$ cat config.mk
export PLATFORM = sky130hd
export DESIGN_NAME = pipe_hazard_ctrl
export DESIGN_NICKNAME = d
export VERILOG_FILES = /design/src/rtl/pipe_hazard_ctrl.sv
export SDC_FILE = /design/constraint.sdc
export NUM_CORES = 1
export LEC_CHECK = 0
export CAP_MARGIN = 25
export CORE_ASPECT_RATIO = 1.1
export CORE_UTILIZATION = 30
export CTS_CLUSTER_DIAMETER = 200
export DETAILED_ROUTE_END_ITERATION = 12
export PLACE_DENSITY = 0.66
export SYNTH_ARGS = -nofsm -noshare
export SYNTH_HDL_FRONTEND = slang
export SYNTH_SLANG_ARGS = --single-unit
$ cat constraint.sdc
create_clock -name clk -period 3.8 [get_ports clk]
set_input_delay 0.76 -clock clk [delete_from_list [all_inputs] [get_ports clk]]
set_output_delay 0.76 -clock clk [all_outputs]
set_load 0.05 [all_outputs]
$ cat src/rtl/pipe_hazard_ctrl.sv
// Pipeline sequencer for the 5-stage MIPS core: drives the PC and pipeline
// register enables/flushes. It handles load-use stalls, taken-branch flushes
// and multi-cycle data-memory accesses. It also flags a memory timeout and
// counts stall cycles for performance debug.
//
// state       | meaning
// ------------+-----------------------------------------------------------
// ST_RUN      | normal flow; load-use / branch / memory-miss checks
// ST_MEM_WAIT | EX/MEM access outstanding, pipeline frozen, wait_cnt runs
// ST_FAULT    | memory never answered; frozen until reset, mem_err set
module pipe_hazard_ctrl #(
    parameter int MEM_TIMEOUT = 64,
    parameter int CNT_W       = 16
) (
    input  logic             clk,
    input  logic             reset_in,
    input  logic [4:0]       id_rs,
    input  logic [4:0]       id_rt,
    input  logic             id_uses_rt,
    input  logic             idex_memread,
    input  logic [4:0]       idex_rd,
    input  logic             ex_branch_taken,
    input  logic [1:0]       exmem_m,
    input  logic             dmem_ready,
    output logic             pc_en,
    output logic             ifid_en,
    output logic             idex_en,
    output logic             exmem_en,
    output logic             ifid_flush,
    output logic             idex_flush,
    output logic             memwb_flush,
    output logic             dmem_req,
    output logic             mem_err,
    output logic [CNT_W-1:0] stall_cnt
);

    typedef enum logic [1:0] {
        ST_RUN      = 2'd0,
        ST_MEM_WAIT = 2'd1,
        ST_FAULT    = 2'd2
    } state_t;

    // Last wait_cnt value before the timeout fires.
    localparam logic [7:0] WAIT_LAST = 8'(MEM_TIMEOUT - 1);

    state_t           state_q, state_d;
    logic [7:0]       wait_cnt_q, wait_cnt_d;
    logic             mem_err_q, mem_err_d;
    logic [CNT_W-1:0] stall_cnt_q, stall_cnt_d;

    logic mem_access;
    logic load_use;
    logic dmem_req_raw;

    assign mem_access = (exmem_m != 2'b00);
    // Register 0 is hardwired to zero, so it never creates a hazard.
    assign load_use   = idex_memread && (idex_rd != 5'd0) &&
                        ((idex_rd == id_rs) || (id_uses_rt && (idex_rd == id_rt)));

    // State, wait counter, error flag and stall counter registers.
    always_ff @(posedge clk or negedge reset_in) begin
        if (!reset_in) begin
            state_q     <= ST_RUN;
            wait_cnt_q  <= '0;
            mem_err_q   <= 1'b0;
            stall_cnt_q <= '0;
        end else begin
            state_q     <= state_d;
            wait_cnt_q  <= wait_cnt_d;
            mem_err_q   <= mem_err_d;
            stall_cnt_q <= stall_cnt_d;
        end
    end

    // Next-state and wait-counter logic.
    always_comb begin
        state_d    = state_q;
        wait_cnt_d = wait_cnt_q;
        case (state_q)
            ST_RUN: begin
                if (mem_access && !dmem_ready) begin
                    state_d    = ST_MEM_WAIT;
                    wait_cnt_d = '0;
                end
            end
            ST_MEM_WAIT: begin
                wait_cnt_d = wait_cnt_q + 8'd1;
                if (dmem_ready) begin
                    state_d = ST_RUN;
                end else if (wait_cnt_q == WAIT_LAST) begin
                    state_d = ST_FAULT;
                end
            end
            ST_FAULT: begin
                state_d = ST_FAULT;
            end
            default: begin
                state_d    = ST_RUN;
                wait_cnt_d = '0;
            end
        endcase
    end

    // Pipeline control outputs from state and current inputs.
    always_comb begin
        pc_en        = 1'b1;
        ifid_en      = 1'b1;
        idex_en      = 1'b1;
        exmem_en     = 1'b1;
        ifid_flush   = 1'b0;
        idex_flush   = 1'b0;
        memwb_flush  = 1'b0;
        dmem_req_raw = mem_access;
        case (state_q)
            ST_FAULT: begin
                pc_en        = 1'b0;
                ifid_en      = 1'b0;
                idex_en      = 1'b0;
                exmem_en     = 1'b0;
                memwb_flush  = 1'b1;
                dmem_req_raw = 1'b0;
            end
            default: begin
                // In MEM_WAIT the request stays up even if the M field changed.
                if (state_q == ST_MEM_WAIT) begin
                    dmem_req_raw = 1'b1;
                end
                if (!dmem_ready && (state_q == ST_MEM_WAIT || mem_access)) begin
                    // Frozen: branch and load-use are deferred to the release cycle.
                    pc_en       = 1'b0;
                    ifid_en     = 1'b0;
                    idex_en     = 1'b0;
                    exmem_en    = 1'b0;
                    memwb_flush = 1'b1;
                end else if (ex_branch_taken) begin
                    ifid_flush = 1'b1;
                    idex_flush = 1'b1;
                end else if (load_use) begin
                    pc_en      = 1'b0;
                    ifid_en    = 1'b0;
                    idex_flush = 1'b1;
                end
            end
        endcase
    end

    // Error flag is sticky; stall counter saturates at all-ones.
    always_comb begin
        mem_err_d   = mem_err_q || (state_d == ST_FAULT);
        stall_cnt_d = stall_cnt_q;
        if (!pc_en && (stall_cnt_q != {CNT_W{1'b1}})) begin
            stall_cnt_d = stall_cnt_q + CNT_W'(1);
        end
    end

    // A request must not linger while reset is held, whatever exmem_m shows.
    assign dmem_req  = dmem_req_raw && reset_in;
    assign mem_err   = mem_err_q;
    assign stall_cnt = stall_cnt_q;

endmodule

* Yosys cells after proc, flatten, opt, wreduce, memory -nomap -nowiden
Cells that the tools add are included.
** Word-level totals
- Register bits after elaboration :: 27
** Operators by class
- Multiplexer cells :: 23
- Bitwise gates (word level) :: 1
- Add/sub/neg operators :: 2
- Equal/unequal tests :: 8
- Reduce and logical (&&, ||, !) cells :: 16
** Operators by type and width (number)
- 8-bit one-hot mux with 3 select lines :: 1
- 1-bit two-way mux :: 17
- 16-bit by 1-bit adder with 16-bit output (second input constant) :: 1
- 16-bit != test (second input constant) :: 1
- 5-bit == test :: 2
- 8-bit by 1-bit adder with 8-bit output (second input constant) :: 1
- 8-bit by 6-bit == test with 1-bit output (second input constant) :: 1
- 8-bit two-way mux :: 1
- 1-bit logical AND :: 7
- 2-bit two-way mux :: 3
- 2-bit one-hot mux with 3 select lines :: 1
- 5-bit nonzero test :: 1
- 2-bit == test (second input constant) :: 2
- 1-bit logical OR :: 3
- 2-bit by 1-bit == test with 1-bit output (second input constant) :: 1
- 1-bit logical NOT :: 2
- 2-bit logical NOT :: 1
- 2-bit != test (second input constant) :: 1
- 2-bit AND reduction :: 1
- 2-bit nonzero test :: 1
- 1-bit inverter :: 1

* Longest topological paths before layout
Gate-level depths: netlist of the first run.
- Word-level depth :: 10
- Gate-level depth with buffers :: 8
- Gate-level depth less buffers :: 7

* Worst setup path before layout of the first run
Ideal clock, no wire load.
- Kind :: input-to-output
- Start point :: input exmem_m[1]
- End point :: output idex_flush
- Buffers on the path :: 0
- Slack :: -97 ps
- Data required time :: 3040 ps
- Arrival :: 3137 ps
- Cell stages on the path :: 5
- Cell sequence :: nor2_1 > a21oi_1 > nor2_1 > inv_1 > nor2_1
** On the way
- Cells in the longest elaborated chain, start to end :: 5
** RTL lines
- start: declaration :: RTL line 23 : input logic [1:0] exmem_m,
- 2-bit nonzero test :: RTL line 55 : assign mem_access = (exmem_m != 2'b00);
- 1-bit logical OR :: RTL line 128 : if (!dmem_ready && (state_q == ST_MEM_WAIT || mem_access)) begin
- 1-bit logical AND :: RTL line 128
- 1-bit two-way mux :: RTL line 128
- 1-bit two-way mux :: RTL line 114 : case (state_q)
- end: declaration :: RTL line 30 : output logic idex_flush,
Every way passes these cells.

* Final worst setup path of the first run
- Start point :: input exmem_m[1]
- End point :: output exmem_en
** On the way
- Cells in the longest elaborated chain, start to end :: 5
** RTL lines
- 2-bit nonzero test :: RTL line 55
- 1-bit logical OR :: RTL line 128
- 1-bit logical AND :: RTL line 128
- 1-bit two-way mux :: RTL line 128
- 1-bit two-way mux :: RTL line 114
- end: declaration :: RTL line 28 : output logic exmem_en,
Every way passes these cells.

==> results of run 1 <==
==> how the worst min path moves through the flow <==
| stage | to | slack [ns] | cells after the start |
|---|---|---|---|
| 3_5_place_dp | mem_err | 0.46 | 1 |
| 6_report | mem_err | 0.48 | 1 |
| 5_1_grt | mem_err | 0.52 | 1 |
| 4_1_cts | mem_err | 0.49 | 1 |
| 2_1_floorplan | wait_cnt_q[7] | 0.45 | 1 |
| 3_3_place_gp | mem_err | 0.46 | 1 |
==> layout make-up <==
class / instances / area [sq um]
multi-input combinational: 119 / 784.5
inverter: 3 / 11.26
sequential: 27 / 675.6
clock inverter: 1 / 5.005
timing repair buffer: 48 / 515.5
clock buffer: 3 / 41.29
tap: 56 / 70.07
fill: 454 / 2614
==> cell families after synthesis <==
logic type,after synthesis,share of synthesized area
muxes,3,0.02168
buffers and inverters,7,0.02835
adders and majority gates,2,0.01668
AOI/OAI and AO/OA,24,0.1043
and+or+nand+nor,66,0.2385
xor gates and xnor gates,24,0.1401
DFF,27,0.4504
==> Yosys cell counts, types with 2 or more instances <==
library cell	count
dfrtp_1	27
nor2_1	15
o21ai_0	14
nand2_1	13
xnor2_1	13
xor2_1	11
nand4_1	8
nand3_1	5
and3_1	4
nor3_1	4
inv_1	3
and2_1	2
and2_2	2
and3_2	2
buf_4	2
ha_1	2
mux2_2	2
nor2b_1	2
==> routing by layer <==
metal / vias up / share of wire / track usage
met2: 41 / 0.42 / 0.2107
li1: 636 / - / -
met5: - / 0 / 0
met1: 597 / 0.50 / 0.1884
met3: 4 / 0.068 / 0.02910
met4: 0 / 0.011 / 0.04286
==> metrics by stage <==
stage	cell area, sq um	setup slack, ns	cells	utilization	hold WS (ns)
final	2103	0.4310	257	0.4459	0.4849
after global routing	2103	0.2955	257	0.4459	0.5231
after CTS	2103	0.4246	257	0.4459	0.4882
after detailed placement	2057	0.4356	253	0.4361	0.4584
after global placement	2057	0.4648	253	0.4361	0.4551
after floorplan	1503	0.2968	153	-	0.4518
==> where the power goes <==
part           total, mW  internal, mW  switching (mW)
clock network      0.167        0.0736          0.0929
registers          0.374         0.329          0.0455
logic              0.373         0.148           0.226
total              0.914         0.550           0.364
==> cell usage in the layout, fill, tap and decap left out, types with 2 or more instances in the layout <==
cell,n
clkbuf_8,3
nor2_1,14
and3_1,4
clkdlybuf4s50_1,42
xor2_1,11
nor2b_1,2
nor3_1,4
xnor2_1,13
buf_4,2
and2_2,2
nand4_1,8
nand3_1,5
mux2_2,2
inv_1,3
dfrtp_1,27
ha_1,2
and2_1,2
o21ai_0,14
buf_12,4
and3_2,2
nand2_1,13
==> worst max-delay path: stages <==
cell             delay (ns)
clkdlybuf4s50_1        0.42
nor2_1                 0.23
a21oi_1                0.11
nor2_2                 0.23
clkdlybuf4s50_1        0.85
==> state kept, by name (all words and copies together) (netlist names) <==
signal      flops
mem_err         1
stall_cnt      16
state_q         2
wait_cnt_q      8
==> impl_results.md, run 1 <==
- Unrepaired setup endpoints after global routing: false
- Reg2Reg Depth: 6
- # hold bufs at CTS: 0
- Routed Antenna Nets: 0
- Synth area leader: dfrtp_1
- Resized Gates After CTS: 0
- Max Slew Vio Count: 0
- DRC violations left: 0
- Clk slew on worst S/H paths: 0.09 ns
- Worst Setup Path Type: in -> out
- Final Cycle Share: 0.8866
- Clock sink total: 27
- GRT Total Usage: 0.1359
- Kind of start point of the critical path: input pin
- Ant diodes: 0
- Net count after synthesis: 178
- Post-synthesis sequential area ratio: 0.4504
- WL per Instance: 12.84 um
- Initial Util: 0.3180
- Post CTS Setup Buffer Count: 0
- Flops & latches, synth: 27
- Crit path to: exmem_en
- VDD IR max: 0.0003739 V
- Clock buffer depth: 2
- Hold Crit Class: reg -> reg
- Vias per Instance: 4.973
- Hold Crit Start: mem_err
- GPL Wtd Cong: 0.7442
- Clk_lat worst skew: 0.28 ns
- Final #Nets: 227
- FF-to-FF Start: stall_cnt[0]
- Crit path time final: 3.369 ns
- Number of DRC markers in iteration 0: 46
- Antenna violations before repair: 0
- Clk root buf: clkbuf_8
- Critical Path RT: 3.04 ns
- Least-Margin Pin Slew: 0.6555 ns
- CTS tree: yes
- Pleak: 0.8869 nW
- Final setup fails: 0
- Setup Skew: 0.003960 ns
- Layout cell share with drive strength beyond 1: 0.1194
- Area grow syn2layout: 40.20%
- H-tree level count: 1
- Num rows: 26
- Largest net degree at the start of global routing: 28
- Dpl hpwl: 2432 um
- Arr. time, crit path: 2.61 ns
- Maximum fanout along the worst path: 5
- Tot Pwr: 914.1 uW
- YS warnings: 0
- Status: complete, no violations
- Post-Route WL: 3299 um
- Critical Path Start: exmem_m[1]
- Max Fclk: 296.8 MHz
- Yosys cell types: 40
- Number of port buffers: 47
- First-pass GRT wire length: 5906 um
- Post-synth ARST share: 1.000
- DR vias: 1,278
- CP endpoint kind: output port
- Top-area cell type share of the netlist area: 0.4504
- Mapped Avg Cell Area: 9.805 sq um
- Synth area leaders: dfrtp_1, xnor2_1, xor2_1, o21ai_0, nor2_1
- TritonCTS Buffers: 3
- Pwr/cell area: 434.6 nW/um^2
- FF-to-FF End: stall_cnt[1]
- Reg2reg setup slack: 1.56 ns
- Total grt overflow: 0
- Post-synth EDFFs: 0
- DIE HEIGHT: 76.17 um
- Setup TNS Final: 0 ns
- Cells after synthesis: 153
- Fin. Hold Viols: 0
- Relative slew slack: 0.5630
- Total of max-cap violations: 0
- Chip Width: 69.43 um
- First-pass DRT Iterations: 4
- Die ar.: 5288 sq um
- Area of the mapped netlist: 1500 sq um
- Ports placed on the boundary: 48
- Vias in the first global route: 1,225
- Ys flop type: dfrtp_1
- Core Region: 4717 sq um
(Power assumes the default switching activity.)
==> run 2, diff against run 1 <==
--- a/config.mk
+++ b/config.mk
@@ -7,10 +7,10 @@
 export LEC_CHECK = 0
 export CAP_MARGIN = 25
 export CORE_ASPECT_RATIO = 1.1
-export CORE_UTILIZATION = 30
+export CORE_UTILIZATION = 49
 export CTS_CLUSTER_DIAMETER = 200
 export DETAILED_ROUTE_END_ITERATION = 12
-export PLACE_DENSITY = 0.66
+export PLACE_DENSITY = 0.94
 export SYNTH_ARGS = -nofsm -noshare
 export SYNTH_HDL_FRONTEND = slang
 export SYNTH_SLANG_ARGS = --single-unit
==> run 2 against run 1 <==
  * Clock power decreased by 26%
  * Non-clock buffer count unchanged
  * Core utilization increased by 28 points
  * Hold slack improved by 0.025 ns
  * Combinational power increased by 1%
  * Global-route usage increased by 10 points
  * Maximum frequency decreased by 3.3%
  * Register-to-register slack about the same
  * Power decreased by 3.8%
==> impl_results.md, run 2 (synthesized netlist as in run 1, its figures left out) <==
- Fin. Hold Viols: 0 (unchanged)
- Initial Util: 0.5305 (was 0.3180)
- Hold Crit Class: reg -> reg (unchanged)
- Logic gate share of total power: 0.429 (was 0.408)
- TritonCTS Buffers: 3 (unchanged)
- Routed Antenna Nets: 0 (unchanged)
- Post CTS Setup Buffer Count: 0 (unchanged)
- Maximum fanout along the worst path: 5 (unchanged)
- Max Slew Vio Count: 0 (unchanged)
- DRT met1 WL: 1388 um (was 1644 um)
- H-tree level count: 1 (unchanged)
- CP cell instances: clkdlybuf4s50_1, nor2_1, a21oi_1, nor2_2, inv_1, nor2_1, clkdlybuf4s50_1 (was clkdlybuf4s50_1, nor2_1, a21oi_1, nor2_2, clkdlybuf4s50_1)
- Sw Ratio: 0.4130 (was 0.3982)
- Metal3 WL: 252 um (was 224 um)
- Vias in the first global route: 1,336 (was 1,225)
- Status: complete, no violations (unchanged)
- Cell at the slowest stage of the critical path: clkdlybuf4s50_1 (unchanged)
- Clk pwr share: 0.140 (was 0.182)
- Dpl hpwl: 2648 um (was 2432 um)
- First-pass DRT Iterations: 4 (unchanged)
- Min Hold Slack: 0.5094 ns (was 0.4849 ns)
- Cell Int Power: 516.4 uW (was 550.2 uW)
- Worst Setup Path Type: in -> out (unchanged)
- DIE HEIGHT: 60.03 um (was 76.17 um)
- Clock sink total: 27 (unchanged)
- Crit path time final: 3.485 ns (was 3.369 ns)
- Relative slew slack: 0.5541 (was 0.5630)
- Top sig layer: met4 (unchanged)
- Commonest non-fill, non-tap cells in the layout: clkdlybuf4s50_1, dfrtp_1, nor2_1, o21ai_0 (unchanged)
- # hold bufs at CTS: 0 (unchanged)
- Num rows: 20 (was 26)
- DRC violations left: 0 (unchanged)
- Layout cell share with drive strength beyond 1: 0.1144 (was 0.1194)
- Worst hold path depth: 1 (unchanged)
- First-pass GRT wire length: 5540 um (was 5906 um)
- Largest net degree at the start of global routing: 28 (unchanged)
- WL per Instance: 14.94 um (was 12.84 um)
- Vias per Instance: 5.679 (was 4.973)
- Core Region: 2828 sq um (was 4717 sq um)
- Post-layout util: 0.7279 (was 0.4459)
- Post-route cell area: 2058 sq um (was 2103 sq um)
- Dpl cell area: 2031 sq um (was 2057 sq um)
- Antenna violations before repair: 0 (unchanged)
- CP endpoint kind: output port (unchanged)
- Arr. time, crit path: 2.72 ns (was 2.61 ns)
- Final Cycle Share: 0.9171 (was 0.8866)
- CP peak stage delay: 0.80 ns (was 0.85 ns)
- Final worst setup slack: 0.3152 ns (was 0.4310 ns)
- Total of max-cap violations: 0 (unchanged)
- Critical path depth: 7 (was 5)
- Total grt overflow: 0 (unchanged)
- Kind of start point of the critical path: input pin (unchanged)
- Chip Width: 54.76 um (was 69.43 um)
- Least-Margin Pin Slew: 0.6688 ns (was 0.6555 ns)
- Place WS: 0.3156 ns (was 0.4356 ns)
- Number of DRC markers in iteration 0: 23 (was 46)
- Seq pwr share: 0.431 (was 0.410)
- Post-Route WL: 3496 um (was 3299 um)
- Commonest non-fill, non-tap cell in the layout: clkdlybuf4s50_1 (unchanged)
- Tot Pwr: 879.7 uW (was 914.1 uW)
- CTS tree: yes (unchanged)
- Clk root buf: clkbuf_4 (was clkbuf_8)
- Die ar.: 3287 sq um (was 5288 sq um)
- Area grow syn2layout: 37.20% (was 40.20%)
- Max reg flops: 16 (unchanged)
- Setup TNS Final: 0 ns (unchanged)
- Critical Path RT: 3.04 ns (about the same)
- Metal2 WL: 1808 um (was 1395 um)
- Resized Gates After CTS: 0 (unchanged)
- Bufs and invs on worst path: 3 (was 2)
- Psw: 363.3 uW (was 364.0 uW)
- Reg2Reg Depth: 6 (unchanged)
- Dpl cells: 230 (was 253)
- Ant diodes: 0 (unchanged)
- GPL Wtd Cong: 0.7312 (was 0.7442)
- Final #Nets: 227 (unchanged)
- Number of port buffers: 47 (unchanged)
- Max Fclk: 287.0 MHz (was 296.8 MHz)
- Pwr/cell area: 427.4 nW/um^2 (was 434.6 nW/um^2)
- Ports placed on the boundary: 48 (unchanged)
- Kind of cell adding the most delay to the critical path: buffers and inverters (unchanged)
- DR vias: 1,329 (was 1,278)
- Clock buffer depth: 2 (unchanged)
- Final Non-Filler Cells: 234 (was 257)
- Pleak: 0.8777 nW (was 0.8869 nW)
- Clk slew on worst S/H paths: 0.14 ns (was 0.09 ns)
- GRT Total Usage: 0.2370 (was 0.1359)
- Unrepaired setup endpoints after global routing: false (unchanged)
- Clk_lat worst skew: 0.33 ns (was 0.28 ns)
- Setup Skew: 0.003197 ns (was 0.003960 ns)
- Final setup fails: 0 (unchanged)
- VDD IR max: 0.0005202 V (was 0.0003739 V)
==> run 2: worst register-to-register path, stage by stage, from the launching register on <==
cell and delay, ns:
dfrtp_1 0.44, ha_1 0.29, and2_2 0.22, nand4_1 0.18, o21bai_1 0.10, o22ai_2 0.53
mux2_2 0.40
==> run 2: path summary, 6_finish.rpt <==
check,endpoint,start,slack [ns]
worst max-delay path,ifid_flush,exmem_m[1],0.32
worst min-delay path,stall_cnt[7],stall_cnt[7],0.51
worst max register to register,stall_cnt[1],stall_cnt[0],1.55
worst min register to register,stall_cnt[7],stall_cnt[7],0.51
max in group asynchronous,stall_cnt[13],reset_in,2.72
min in group asynchronous,wait_cnt_q[0],reset_in,0.83
==> run 2: area by class of cell <==
cell class / instances / area [sq um]
Clock inverter: 1 / 5.005
Tap cell: 33 / 41.29
Clock buffer: 3 / 22.52
Timing Repair Buffer: 48 / 518.0
Fill cell: 194 / 769.5
Inverter: 3 / 11.26
Multi-Input combinational cell: 119 / 784.5
Sequential cell: 27 / 675.6
==> run 2: per-layer routing <==
metal,track usage,vias up
met5,0,-
met4,0.09524,0
met3,0.04071,5
met2,0.4458,54
met1,0.2492,635
li1,-,635
==> run 2: power by group through the flow <==
stage	combinational [mW]	clock [mW]	sequential, mW
finish	0.377	0.123	0.380
global route	0.400	0.137	0.385
CTS	0.380	0.127	0.379
detailed placement	0.377	0	0.383
global placement	0.368	0	0.377
floorplan	0.123	0	0.488
